--- src/rtl/calculator_pkg.sv ---
`default_nettype none
// ============================================================================
// Module      : calculator_pkg
// Description : Shared widths, address type and controller state encoding
//               for the calculator datapath.
//               DATA_W        - operand/result width
//               MEM_WORD_SIZE - memory word width (two operands per word)
//               ADDR_W        - memory address width
// Revision    : 1.0 - initial release
// ============================================================================
package calculator_pkg;

    localparam int DATA_W        = 32;
    localparam int MEM_WORD_SIZE = 2 * DATA_W;
    localparam int ADDR_W        = 10;

    typedef logic [ADDR_W-1:0] addr_t;

    typedef enum logic [2:0] {
        S_IDLE  = 3'd0,
        S_READ  = 3'd1,
        S_WAIT  = 3'd2,
        S_LOAD  = 3'd3,
        S_BUF   = 3'd4,
        S_PAD   = 3'd5,
        S_WRITE = 3'd6,
        S_DONE  = 3'd7
    } state_t;

endpackage
`default_nettype wire

--- src/rtl/calc_controller.sv ---
`default_nettype none
// ============================================================================
// Module      : calc_controller
// Description : Sequencing FSM for the calculator datapath. Reads 64-bit
//               words over an inclusive address range, splits each into two
//               32-bit adder operands, steers each sum into the lower/upper
//               half of result_buffer and writes the packed word back once
//               both halves are fresh (odd counts pad the upper half with 0).
// Ports       : clk_i, rst_ni (async, active-low)
//               start_i, read_start_addr_i, read_end_addr_i,
//               write_start_addr_i          - run request
//               mem_rdata_i, mem_addr_o, mem_rd_en_o, mem_wr_en_o - memory
//               op_a_o, op_b_o, loc_sel_o   - adder / result_buffer steering
//               busy_o, done_o              - status
//               abort_i                     - only with CALC_ABORT_EN
// Options     : CALC_ABORT_EN - adds abort_i; forces S_DONE from any busy
//               state and suppresses the pending write.
// Revision    : 1.0 - initial release
// ============================================================================
module calc_controller
    import calculator_pkg::*;
(
    input  logic                     clk_i,
    input  logic                     rst_ni,
`ifdef CALC_ABORT_EN
    input  logic                     abort_i,
`endif
    input  logic                     start_i,
    input  logic [ADDR_W-1:0]        read_start_addr_i,
    input  logic [ADDR_W-1:0]        read_end_addr_i,
    input  logic [ADDR_W-1:0]        write_start_addr_i,
    input  logic [MEM_WORD_SIZE-1:0] mem_rdata_i,
    output logic [ADDR_W-1:0]        mem_addr_o,
    output logic                     mem_rd_en_o,
    output logic                     mem_wr_en_o,
    output logic [DATA_W-1:0]        op_a_o,
    output logic [DATA_W-1:0]        op_b_o,
    output logic                     loc_sel_o,
    output logic                     busy_o,
    output logic                     done_o
);

    state_t r_state;
    addr_t  r_rd_ptr;
    addr_t  r_rd_end;
    addr_t  r_wr_ptr;
    logic   r_half;

    addr_t  w_rd_next;
    logic   w_abort;

    assign w_rd_next = r_rd_ptr + addr_t'(1);

    // S_DONE is excluded so an abort held across the end of a run cannot
    // stretch the done pulse.
`ifdef CALC_ABORT_EN
    assign w_abort = abort_i && (r_state != S_IDLE) && (r_state != S_DONE);
`else
    assign w_abort = 1'b0;
`endif

    // All outputs are registered: each transition also loads the output
    // values belonging to the state being entered.
    always_ff @(posedge clk_i or negedge rst_ni) begin
        if (!rst_ni) begin
            r_state     <= S_IDLE;
            r_rd_ptr    <= '0;
            r_rd_end    <= '0;
            r_wr_ptr    <= '0;
            r_half      <= 1'b0;
            mem_addr_o  <= '0;
            mem_rd_en_o <= 1'b0;
            mem_wr_en_o <= 1'b0;
            op_a_o      <= '0;
            op_b_o      <= '0;
            loc_sel_o   <= 1'b0;
            busy_o      <= 1'b0;
            done_o      <= 1'b0;
        end else begin
            mem_rd_en_o <= 1'b0;
            mem_wr_en_o <= 1'b0;
            done_o      <= 1'b0;

            if (w_abort) begin
                r_state <= S_DONE;
                done_o  <= 1'b1;
            end else begin
                case (r_state)
                    S_IDLE: begin
                        if (start_i) begin
                            r_rd_ptr <= read_start_addr_i;
                            r_rd_end <= read_end_addr_i;
                            r_wr_ptr <= write_start_addr_i;
                            r_half   <= 1'b0;
                            busy_o   <= 1'b1;
                            if (read_end_addr_i < read_start_addr_i) begin
                                r_state <= S_DONE;
                                done_o  <= 1'b1;
                            end else begin
                                r_state     <= S_READ;
                                mem_addr_o  <= read_start_addr_i;
                                mem_rd_en_o <= 1'b1;
                            end
                        end
                    end
                    S_READ: r_state <= S_WAIT;
                    S_WAIT: r_state <= S_LOAD;
                    S_LOAD: begin
                        op_a_o    <= mem_rdata_i[MEM_WORD_SIZE-1:DATA_W];
                        op_b_o    <= mem_rdata_i[DATA_W-1:0];
                        loc_sel_o <= r_half;
                        r_state   <= S_BUF;
                    end
                    S_BUF: begin
                        if (r_half) begin
                            r_state     <= S_WRITE;
                            mem_addr_o  <= r_wr_ptr;
                            mem_wr_en_o <= 1'b1;
                        end else if (r_rd_ptr != r_rd_end) begin
                            r_half      <= 1'b1;
                            r_rd_ptr    <= w_rd_next;
                            r_state     <= S_READ;
                            mem_addr_o  <= w_rd_next;
                            mem_rd_en_o <= 1'b1;
                        end else begin
                            // Odd word count: upper half captures a zero sum.
                            op_a_o    <= '0;
                            op_b_o    <= '0;
                            loc_sel_o <= 1'b1;
                            r_state   <= S_PAD;
                        end
                    end
                    S_PAD: begin
                        r_state     <= S_WRITE;
                        mem_addr_o  <= r_wr_ptr;
                        mem_wr_en_o <= 1'b1;
                    end
                    S_WRITE: begin
                        r_wr_ptr <= r_wr_ptr + addr_t'(1);
                        r_half   <= 1'b0;
                        // Equality compare so that an end address of all-ones
                        // terminates even though the pointer wraps.
                        if (r_rd_ptr == r_rd_end) begin
                            r_state <= S_DONE;
                            done_o  <= 1'b1;
                        end else begin
                            r_rd_ptr    <= w_rd_next;
                            r_state     <= S_READ;
                            mem_addr_o  <= w_rd_next;
                            mem_rd_en_o <= 1'b1;
                        end
                    end
                    S_DONE: begin
                        r_state <= S_IDLE;
                        busy_o  <= 1'b0;
                    end
                    default: begin
                        r_state <= S_IDLE;
                        busy_o  <= 1'b0;
                    end
                endcase
            end
        end
    end

endmodule
`default_nettype wire

--- config.mk ---
export PLATFORM = sky130hd
export DESIGN_NAME = calc_controller
export DESIGN_NICKNAME = d
export VERILOG_FILES = /design/src/rtl/calculator_pkg.sv /design/src/rtl/calc_controller.sv
export SDC_FILE = /design/constraint.sdc
export NUM_CORES = 1
export LEC_CHECK = 0
export CORE_ASPECT_RATIO = 1.1
export CORE_MARGIN = 2
export CORE_UTILIZATION = 45
export DETAILED_ROUTE_END_ITERATION = 16
export PLACE_DENSITY = 0.77
export SYNTH_ARGS = -nofsm -noshare
export SYNTH_HDL_FRONTEND = slang
export SYNTH_SLANG_ARGS = --single-unit
--- constraint.sdc ---
create_clock -name clk_i -period 5.6 [get_ports clk_i]
set_input_delay 1.12 -clock clk_i [delete_from_list [all_inputs] [get_ports clk_i]]
set_output_delay 1.12 -clock clk_i [all_outputs]
set_load 0.01 [all_outputs]
==> metrics.csv <==
stage,metric,value,unit
outcome,status,finished clean,
synthesis,async_flop_share,100,%
synthesis,synth_xor_area_share,3.23,%
clock_tree,cts_setup_buffers,0,
power_and_ir_drop,power_frac_seq,34.2,%
synthesis,synthAdderAreaFrac,2.67,%
sta,fmax,301,MHz
clock_tree,clk_latency,0.41,ns
synthesis,synth_top_area_share,54.9,%
setup_path,worstSetupStartpointType,primary input,
sta,fin_crit_sh,59.3,%
global_route,grt_max_degree,67,
layout,fin_nets,758,
synthesis,synth_nets,589,
power_and_ir_drop,p_clk_share,23.0,%
sta,worstMarginPinSlew,0.962,ns
setup_path,arrival,3.60,ns
global_route,grt_usage,24.2,%
sta,drv_slew,0,
die,initial_core_util,45.5,%
global_route,grt_pass1_vias,4488,
synthesis,ys_types,47,
synthesis,ys_ff_latch,113,
clock_tree,clkTransAtPathRegs,0.05,ns
die,placementRows,41,
sta,post-route-min-period,3.32,ns
synthesis,synth_most_common_cell,dfrtp_1,
layout,area_delta_synth_final,46.6,%
synthesis,synthTopCellsByCount,"dfrtp_1, a22o_1, nand2_1",
layout,diodes,0,
setup_path,cp-end-kind,flip-flop,
power_and_ir_drop,p_leak,3.38,nW
detailed_routing,via_count,4546,
power_and_ir_drop,p_int,2.90,mW
layout,drive_above_1_share,7.09,%
detailed_routing,vias_per_cell,5.59,
power_and_ir_drop,irDropWorstVdd,0.247,mV
synthesis,synth-simple-area-share,11.3,%
placement,placed_cells,781,
layout,final_cells,813,
sta,slew_headroom,35.8,%
sta,rsz0062_at_grt,no,
synthesis,synth_area_leaders,"dfrtp_1, a22o_1, nand2_1, ha_1, a21oi_1",
power_and_ir_drop,powerDensity,598,nW/um^2
power_and_ir_drop,switching_share,36.0,%
placement,portBuffers,175,
setup_path,path_cells,"clkdlybuf4s50_1, inv_1, ha_1, a41oi_1, o21ai_0, nor3_1, a21oi_4, mux2_1",
sta,fin_ws,2.28,ns
synthesis,synth_top_family_by_area,compound AO/OA/AOI/OAI gates,
sta,hold_ws,0.494,ns
detailed_routing,drt-total-wl,14500,um
die,core-area,11300,um^2
placement,gp_congestion,0.924,
synthesis,syn_area_per_cell,10.7,um^2
synthesis,postSynthCellCount,481,
clock_tree,cts_made_buffers,17,
clock_tree,htreeDepth,4,
hold_path,min_path_type,reg -> reg,
setup_path,critical-path-top-delay-family,compound AO/OA/AOI/OAI gates,
setup_path,crit_fanout,10,
synthesis,seq_area_frac_synth,54.9,%
clock_tree,clockBufferDepth,2,
detailed_routing,drc,0,
sta,finalHoldViolCount,0,
clock_tree,postCtsHoldBufs,0,
synthesis,synth_edf_count,0,
die,die_height,116,um
detailed_routing,drtIter0Drc,464,
layout,n_fill_cell,867,
synthesis,synth-compound-area-share,21.2,%
die,ios,176,
setup_path,cp_slowest_cell,nor3_1,
die,die_x,106,um
sta,clock_skew,0.0145,ns
synthesis,synth_mux_area_share,2.06,%
global_route,overflow,0,
synthesis,syn_area,5150,um^2
placement,pre_cts_ws,1.93,ns
synthesis,synth_largest_area_cell,dfrtp_1,
placement,dp_hpwl,10100,um
power_and_ir_drop,power,4.52,mW
power_and_ir_drop,switchingPower,1.63,mW
synthesis,synth_ff_type,dfrtp_1,
power_and_ir_drop,pwr-share-comb,42.8,%
setup_path,cp_num_buf_inv,2,
synthesis,yosysWarnings,0,
global_route,grt_pass1_wl,23200,um
detailed_routing,wire_per_inst,17.8,um
setup_path,path_class,in -> reg,
detailed_routing,ant_nets,0,
clock_tree,cts_tree,yes,
die,die_area,12300,um^2
clock_tree,cts_resized,0,
sta,setup_viol,0,
global_route,antenna_found_initial,0,
sta,tns,0,ns
job,drv_cap,0,
setup_path,required,5.88,ns
setup_path,cp_slowest_stage_delay,0.58,ns
detailed_routing,drt_pass1_iterations,5,
clock_tree,cts_sinks,113,
clock_tree,cts_root_buf,clkbuf_16,
[logic make-up after synthesis]
group,count (synthesis)
simple gates,133
fa+ha+maj,11
buf+inv,50
compound gates,145
xor+xnor,19
mux,10
flops,113
[sequential cells by signal, indices dropped and copies added, names as in the netlist]
name / count
op_a_o: 32
op_b_o: 32
mem_addr_o: 10
r_rd_end: 10
r_rd_ptr: 10
r_wr_ptr: 10
r_state: 3
busy_o: 1
done_o: 1
loc_sel_o: 1
mem_rd_en_o: 1
mem_wr_en_o: 1
r_half: 1
[power by group through the flow]
stage	Clock [mW]	Combinational, mW	Sequential [mW]
after floorplan	0	1.03	1.57
after global placement	0	1.90	1.53
after detailed placement	0	1.93	1.55
after CTS	1.06	1.95	1.54
after global routing	1.11	2.11	1.60
final	1.04	1.94	1.55
[layer usage]
metal | part of all wire, % | track usage [%] | wire length, um | vias to the layer above
met3 | 7.1 | 6.58 | 1030 | 26
met1 | 41 | 30.4 | 5990 | 2218
met2 | 49 | 40.0 | 7140 | 208
li1 | - | - | - | 2094
met4 | 2.1 | 10.3 | 308 | 0
met5 | 0 | 0 | 0 | -
[path summary, 6_finish.rpt]
kind | from | endpoint | slack [ns] | cells past startpoint
worst max-delay path | read_start_addr_i[9] | mem_addr_o[9] | 2.28 | 8
worst min-delay path | mem_addr_o[0] | mem_addr_o[0] | 0.49 | 1
worst max register to register | r_state[2] | mem_addr_o[9] | 2.95 | 5
worst min register to register | mem_addr_o[0] | mem_addr_o[0] | 0.49 | 1
max in group asynchronous | rst_ni | op_b_o[15] | 3.61 | 2
min in group asynchronous | rst_ni | op_a_o[28] | 0.74 | 1
[cell type report]
class                           instances  area (um^2)  area share, %
Clock buffer                           19          443           5.86
Multi-Input combinational cell        318         2100           27.8
Inverter                               21         78.8           1.04
Timing Repair Buffer                  179         1780           23.5
Sequential cell                       113         2830           37.4
Clock inverter                         13          139           1.84
Tap cell                              150          188           2.48
[per-stage QoR]
step / instance area, um^2 / utilization, %
finish: 7560 / 66.6
global placement: 6970 / 61.5
CTS: 7560 / 66.6
floorplan: 5150 / -
global route: 7560 / 66.6
detailed placement: 6970 / 61.5
[cell usage in the layout, fill, tap and decap left out, types with 3 or more instances in the layout]
cell type / synthesis / routed
mux2_1: 5 / 5
o22ai_1: 4 / 4
nand3_1: 9 / 9
clkinvlp_4: 0 / 5
nor3_1: 9 / 9
xnor2_1: 8 / 8
clkinv_2: 0 / 3
clkinv_4: 0 / 3
a22oi_1: 5 / 5
o22a_1: 4 / 4
buf_4: 3 / 5
a21oi_1: 26 / 26
nor2b_1: 3 / 3
a31oi_1: 4 / 4
o21ai_1: 5 / 5
a22o_1: 64 / 64
dfrtp_1: 113 / 113
o21ai_0: 13 / 13
nand2_1: 64 / 64
nor2_1: 34 / 32
clkdlybuf4s50_1: 0 / 174
a222oi_1: 5 / 5
nand4_1: 4 / 4
ha_1: 11 / 11
xor2_1: 11 / 11
inv_1: 20 / 20
mux2i_1: 5 / 5
clkbuf_16: 0 / 17
Power figures use the tool's default switching activity.
